### config.mk
export PLATFORM = sky130hd
export DESIGN_NAME = mem_port_arbiter
export DESIGN_NICKNAME = d
export VERILOG_FILES = /design/src/rtl/mem_arb_pkg.sv /design/src/rtl/byte_merge.sv /design/src/rtl/mem_port_arbiter.sv
export SDC_FILE = /design/constraint.sdc
export NUM_CORES = 1
export LEC_CHECK = 0
export ABC_CLOCK_PERIOD_IN_PS = 9500
export CAP_MARGIN = 30
export CORE_MARGIN = 2
export CORE_UTILIZATION = 35
export CTS_BUF_LIST = sky130_fd_sc_hd__clkbuf_2
export DETAILED_ROUTE_END_ITERATION = 16
export GPL_TIMING_DRIVEN = 0
export PLACE_DENSITY_LB_ADDON = 0.12
export SLEW_MARGIN = 15
export SYNTH_ARGS = -nofsm -noshare
export SYNTH_HDL_FRONTEND = slang
export SYNTH_SLANG_ARGS = --single-unit
### constraint.sdc
create_clock -name clk -period 9.5 [get_ports clk]
set_clock_uncertainty 0.05 [all_clocks]
set_input_delay 0.95 -clock clk [delete_from_list [all_inputs] [get_ports clk]]
set_output_delay 0.95 -clock clk [all_outputs]
set_load 0.01 [all_outputs]
### src/rtl/mem_arb_pkg.sv
// Shared types and constants for the memory port arbiter.
package mem_arb_pkg;

    // IDLE arbitrates; RMW_WR spends one cycle writing back a merged sub-word store.
    typedef enum logic [0:0] {
        IDLE,
        RMW_WR
    } arb_state_e;

    localparam logic [31:0] TOHOST_ADDR = 32'h8000_1000;
    localparam logic [31:0] MEM_BASE    = 32'h8000_0000;
    localparam logic [3:0]  BE_FULL     = 4'b1111;

endpackage

### src/rtl/byte_merge.sv
// Byte-lane merge of a new word into an old word under a byte-enable mask.
// Purely combinational; also intended for the cache fill path.
module byte_merge (
    input  logic [31:0] old_word,
    input  logic [31:0] new_word,
    input  logic [3:0]  be,
    output logic [31:0] merged
);

    // Each byte lane comes from new_word when its enable is set, else from old_word.
    always_comb begin
        merged = old_word;
        for (int k = 0; k < 4; k++) begin
            if (be[k]) begin
                merged[8*k +: 8] = new_word[8*k +: 8];
            end
        end
    end

endmodule

### src/rtl/mem_port_arbiter.sv
// Arbitrates a single-port word memory between instruction fetch and load/store.
// Sub-word stores become a read-modify-write: read and merge in the grant cycle,
// write back in the following RMW_WR cycle.
// Optional tohost monitor enabled by defining TOHOST_MON_EN.
module mem_port_arbiter
    import mem_arb_pkg::*;
#(
    parameter int unsigned STARVE_LIMIT = 4,
    parameter int unsigned ADDR_W       = 32
) (
    input  logic              clk,
    input  logic              rst,
    input  logic              if_req,
    input  logic [ADDR_W-1:0] if_addr,
    output logic              if_gnt,
    output logic              if_rvalid,
    output logic [31:0]       if_rdata,
    input  logic              d_req,
    input  logic              d_we,
    input  logic [3:0]        d_be,
    input  logic [ADDR_W-1:0] d_addr,
    input  logic [31:0]       d_wdata,
    output logic              d_gnt,
    output logic              d_rvalid,
    output logic [31:0]       d_rdata,
    output logic [ADDR_W-1:0] m_addr,
    input  logic [31:0]       m_rdata,
    output logic              m_we,
    output logic [ADDR_W-1:0] m_waddr,
    output logic [31:0]       m_wdata,
    output logic              halt,
    output logic              pass
);

    localparam logic [7:0] Limit = 8'(STARVE_LIMIT);

    arb_state_e        state_q, state_d;
    logic [7:0]        starve_cnt_q, starve_cnt_d;
    logic [ADDR_W-1:0] rmw_addr_q;
    logic [31:0]       rmw_data_q;
    logic [31:0]       merged_word;
    logic [ADDR_W-1:0] if_word_addr, d_word_addr;
    logic              store_partial;
    logic              d_resp;
    logic              d_load;

    // Low address bits are deliberately ignored; misalignment is not checked.
    logic unused_addr_bits;
    assign unused_addr_bits = ^{if_addr[1:0], d_addr[1:0]};

    assign if_word_addr  = {if_addr[ADDR_W-1:2], 2'b00};
    assign d_word_addr   = {d_addr[ADDR_W-1:2], 2'b00};
    assign store_partial = d_we && (d_be != 4'b0000) && (d_be != BE_FULL);

    byte_merge u_byte_merge (
        .old_word (m_rdata),
        .new_word (d_wdata),
        .be       (d_be),
        .merged   (merged_word)
    );

    // Grant, memory drive and next state; grants and writes are suppressed during reset.
    always_comb begin
        state_d = state_q;
        if_gnt  = 1'b0;
        d_gnt   = 1'b0;
        m_addr  = if_word_addr;
        m_we    = 1'b0;
        m_waddr = d_word_addr;
        m_wdata = '0;
        d_resp  = 1'b0;
        d_load  = 1'b0;
        unique case (state_q)
            IDLE: begin
                if (!rst) begin
                    // Data normally wins; a fetch starved for STARVE_LIMIT cycles is forced in.
                    if (if_req && (!d_req || starve_cnt_q == Limit)) begin
                        if_gnt = 1'b1;
                    end else if (d_req) begin
                        d_gnt = 1'b1;
                    end
                end
                if (d_gnt) begin
                    m_addr = d_word_addr;
                    d_load = !d_we;
                    d_resp = !store_partial;
                    if (d_we && d_be == BE_FULL) begin
                        m_we    = 1'b1;
                        m_wdata = d_wdata;
                    end else if (store_partial) begin
                        state_d = RMW_WR;
                    end
                end
            end
            RMW_WR: begin
                state_d = IDLE;
                m_waddr = rmw_addr_q;
                if (!rst) begin
                    m_we    = 1'b1;
                    m_wdata = rmw_data_q;
                    d_resp  = 1'b1;
                end
            end
            default: state_d = IDLE;
        endcase
    end

    // Starvation counter: saturating count of cycles fetch requests without a grant.
    always_comb begin
        starve_cnt_d = '0;
        if (if_req && !if_gnt) begin
            starve_cnt_d = (starve_cnt_q == Limit) ? Limit : starve_cnt_q + 8'd1;
        end
    end

    // State, counter, RMW capture and one-cycle-latency response registers.
    always_ff @(posedge clk or posedge rst) begin
        if (rst) begin
            state_q      <= IDLE;
            starve_cnt_q <= '0;
            rmw_addr_q   <= '0;
            rmw_data_q   <= '0;
            if_rvalid    <= 1'b0;
            if_rdata     <= '0;
            d_rvalid     <= 1'b0;
            d_rdata      <= '0;
        end else begin
            state_q      <= state_d;
            starve_cnt_q <= starve_cnt_d;
            if_rvalid    <= if_gnt;
            d_rvalid     <= d_resp;
            if (if_gnt) begin
                if_rdata <= m_rdata;
            end
            if (d_resp) begin
                d_rdata <= d_load ? m_rdata : 32'h0;
            end
            if (state_d == RMW_WR) begin
                rmw_addr_q <= d_word_addr;
                rmw_data_q <= merged_word;
            end
        end
    end

`ifdef TOHOST_MON_EN
    localparam logic [ADDR_W-1:0] TohostAddr = ADDR_W'(TOHOST_ADDR);

    logic halt_q, pass_q;

    // Latch the first odd-valued tohost write; later ones are ignored until reset.
    always_ff @(posedge clk or posedge rst) begin
        if (rst) begin
            halt_q <= 1'b0;
            pass_q <= 1'b0;
        end else if (!halt_q && m_we && m_waddr == TohostAddr && m_wdata[0]) begin
            halt_q <= 1'b1;
            pass_q <= (m_wdata == 32'h1);
        end
    end

    assign halt = halt_q;
    assign pass = pass_q;
`else
    assign halt = 1'b0;
    assign pass = 1'b0;
`endif

endmodule

==> metrics.md <==
| Metric | Value |
|---|---|
| Overall Global Routing Usage | 20.49% |
| Post-Place Cell Area | between 0.009 and 0.01 mm2 |
| Power share of the combinational group | around 30% |
| Hold slack | ~480 ps |
| Clock root buffer | clkbuf_2 |
| Die height | around 140 um |
| Yosys warns | 0 |
| VDD IR-drop max | 0.00008138 V |
| Pin count of the biggest net entering global routing | approximately 110 |
| Slowest-stage cell, CP | nor3_1 |
| CORE AREA | around 0.019 mm2 |
| Final min period | just under 5000 ps |
| Worst-margin pin slew | between 900 and 1000 ps |
| Pleak | between 4 and 5 nW |
| # Post-CTS Setup Buffers | 0 |
| Placed Cells | between 1000 and 1500 |
| Clock sinks | between 100 and 150 |
| Resized cells post-CTS | 0 |
| Io pins | 304 |
| CTS H-tree depth | 4 |
| Run status | finished, final reports clean |
| Hpwl dp | between 15000 and 20000 um |
| Fin. Hold Viols | 0 |
| R2r setup slk | 6830 ps |
| Net Sw Power | between 400 and 500 uW |
| Die width | about 140 um |
| Total grt overflow | 0 |
| GP Congestion | between 0.7 and 0.8 |
| Via count | between 5000 and 6000 |
| Critical path arrival | 3860 ps |
| CTS buffer count | 17 |
| Clock latency on the worst-skew pair | about 700 ps |
| Hold Buf Count CTS | 0 |
| Vias per cell | 4.917 |
| CP max stage delay | roughly 610 ps |
| Die Area | slightly above 0.02 mm2 |
| Post-Synthesis Cells | between 500 and 600 |
| WHS Path Cells | 1 |
| Worst hold endpoint | rmw_addr_q[15]$_DFFE_PP0P_ |
| Fin crit share | 51.18% |
| RSZ-0062 raised after global routing | no |
| CTS tree | yes |
| Drt total wl | 20600 um |
| HP Class | reg -> reg |
| Ratio of cells with drive above 1 in the final layout | between 20% and 30% |
| Max cap viols | 0 |
| Post-synth EDFFs | 0 |
| Setup-failing EPs final | 0 |
| Initial Utilization | 35.79% |
| Global-route wire length before repair | 31760 um |
| DRC | 0 |
| CP max FO | 10 |
| Sequential share of power | between 40% and 50% |
| Max Fclk | slightly above 200 MHz |
| Initial antenna violation count | 2 |
| Net count, final | roughly 1000 |
| Syn avg cell area | around 12 um2 |
| Initial DRC Count | roughly 170 |
| Avg WL per Cell | between 15 and 20 um |
| Post-route ant nets | 0 |
| Reg clk slew, reported paths | 180 ps |
| First-pass iteration count of the detailed router | 5 |
| CP Data Required Time | 8500 ps |
| R2r startpoint | starve_cnt_q[0]$_DFF_PP0_ |
| Ys flop type | dfrtp_1 |
| CP delay by family, top | buffers and inverters |
| Seq cells post-synth | roughly 140 |
| Vias in the first global route | 5701 |
| Cell row count | 50 |
| Worst path cell trace | clkdlybuf4s50_1 > nor2_1 > o211ai_2 > nor3_1 > clkbuf_1 > a22o_1 > clkdlybuf4s50_1 |
| Final-report max-slew violation count | 0 |
| Cell Pwr Density | between 150 and 200 mW/mm2 |
| Rel. slew slack | between 30% and 40% |
| Setup_tns | 0 ps |
| Register area share after synthesis | about half |
| Hold_sp | rmw_addr_q[15]$_DFFE_PP0P_ |
| Worst Setup Path Type | in -> out |
| Sw Share | between 20% and 30% |
| Async S/R FF share, synth | 100.0% |
| CTS max path bufs | 2 |
| Reg2Reg Depth | 8 |
| Worst Path Buf+Inv | 3 |
| Internal Pwr Total | between 1 and 1.5 mW |
| Unique masters post-synth | 30 |
| Final cell area excluding filler cells | a little over 0.01 mm2 |
| Synthesized area | 0.006716 mm2 |
| Post-route insts no fill | roughly 1100 |
| Final core occ | 54.65% |
| Worst setup SP type | primary input |
| Critical R2R Capture | rmw_addr_q[20]$_DFFE_PP0P_ |
| Port Buffers | a little under 300 |
| Clock share of power | about a quarter |
| Area Growth Syn to Fin | 52.70% |
| Worst path most repeated cell | clkdlybuf4s50_1 |
| CP endpoint kind | primary output |
power groups by stage:
stage	Clock (mW)	Sequential [mW]	Combinational [mW]
finish	0.417	0.770	0.507
floorplan	0	0.792	0.218
CTS	0.429	0.771	0.515
detailed placement	0	0.782	0.513
global route	0.451	0.786	0.547
global placement	0	0.775	0.502
cells in the final DEF (no fill, tap or decap), types with 2 or more instances in the layout:
cell type and n:
clkdlybuf4s50_1 289, dfrtp_1 137, mux2_2 128, nand2_1 93, a22o_1 64, mux2_4 28, clkbuf_1 21, clkbuf_2 17
nor2_1 10, buf_2 8, inv_1 7, buf_4 7, nand3_1 6, conb_1 6, xor2_1 5, bufinv_16 5
buf_1 4, buf_6 4, and3_1 3, clkinv_2 3, diode_2 2, ha_1 2, clkinv_4 2
worst reg2reg max path: cells and delay by family, from the launching register on:
family / cells / cell delay [ps]
multiplexers: 1 / 390
buffers and inverters: 3 / 740
adder cells (fa/ha/maj): 1 / 210
AO/OA/AOI/OAI: 1 / 220
flip-flops: 1 / 450
AND/OR/NAND/NOR: 2 / 550
registers in the layout, indices dropped and copies added, names as in the netlist:
register      cells
starve_cnt_q      8
if_rvalid         1
if_rdata         32
rmw_data_q       32
state_q           1
d_rdata          32
d_rvalid          1
rmw_addr_q       30
cell type report:
type                       count  area (um2)
fill                        1629        8512
sequential                   137        3428
multi-input combinational    358        3053
timing repair buffer         291        2928
tap                          234       292.8
buffer                        43       224.0
clock inverter                13       202.7
clock buffer                  17       85.08
inverter                       8       37.54
antenna                        2       5.005
layer usage:
metal	up-vias	track usage [%]	wire, um
li1	2543	-	-
met1	2615	25.09	8604
met2	239	34.51	9911
met3	27	6.460	1661
met4	0	6.462	425
met5	-	0	0
worst max path at each step:
stage               start                       to  slack [ps]  cells past startpoint
floorplan             rst   d_rdata[0]$_DFFE_PP0P_        4830                      1
CTS                   rst              m_wdata[30]        4540                      7
detailed placement    rst              m_wdata[14]        4560                      7
global route          rst              m_wdata[14]        4350                      7
finish                rst              m_wdata[28]        4640                      7
global placement      rst  d_rdata[18]$_DFFE_PP0P_        2800                      2
stage by stage:
| stage | total power, mW | setup WS [ps] |
|---|---|---|
| 2_1_floorplan | 1.009 | 4832 |
| 3_3_place_gp | 1.277 | 2797 |
| 3_5_place_dp | 1.295 | 4557 |
| 4_1_cts | 1.715 | 4544 |
| 5_1_grt | 1.784 | 4350 |
| 6_report | 1.694 | 4638 |
cell families (layout without fill, tap and decap cells):
kind of cell / Yosys count / count (layout) / share of synthesized area [%]
other: 1 / 8 / 0.05583
multiplexers: 156 / 156 / 27.72
adder cells (fa/ha/maj): 2 / 2 / 0.3725
flip-flops: 137 / 137 / 51.04
AO/OA/AOI/OAI: 68 / 68 / 8.905
AND/OR/NAND/NOR: 120 / 120 / 7.340
XOR/XNOR: 6 / 6 / 0.7824
buffers and inverters: 51 / 372 / 3.782
cells in the mapped netlist, drive strengths merged (2+ instances only):
library cell | instances | area (um2)
mux2 | 156 | 1862
inv | 8 | 30.03
xor2 | 5 | 43.79
dfrtp | 137 | 3428
nor2 | 10 | 37.54
and3 | 3 | 18.77
buf | 22 | 145.1
a22o | 64 | 560.5
nand2 | 93 | 349.1
clkbuf | 21 | 78.83
nand3 | 6 | 30.03
or4 | 2 | 18.77
ha | 2 | 25.02
Note: power is estimated with default switching activity, not from simulation.
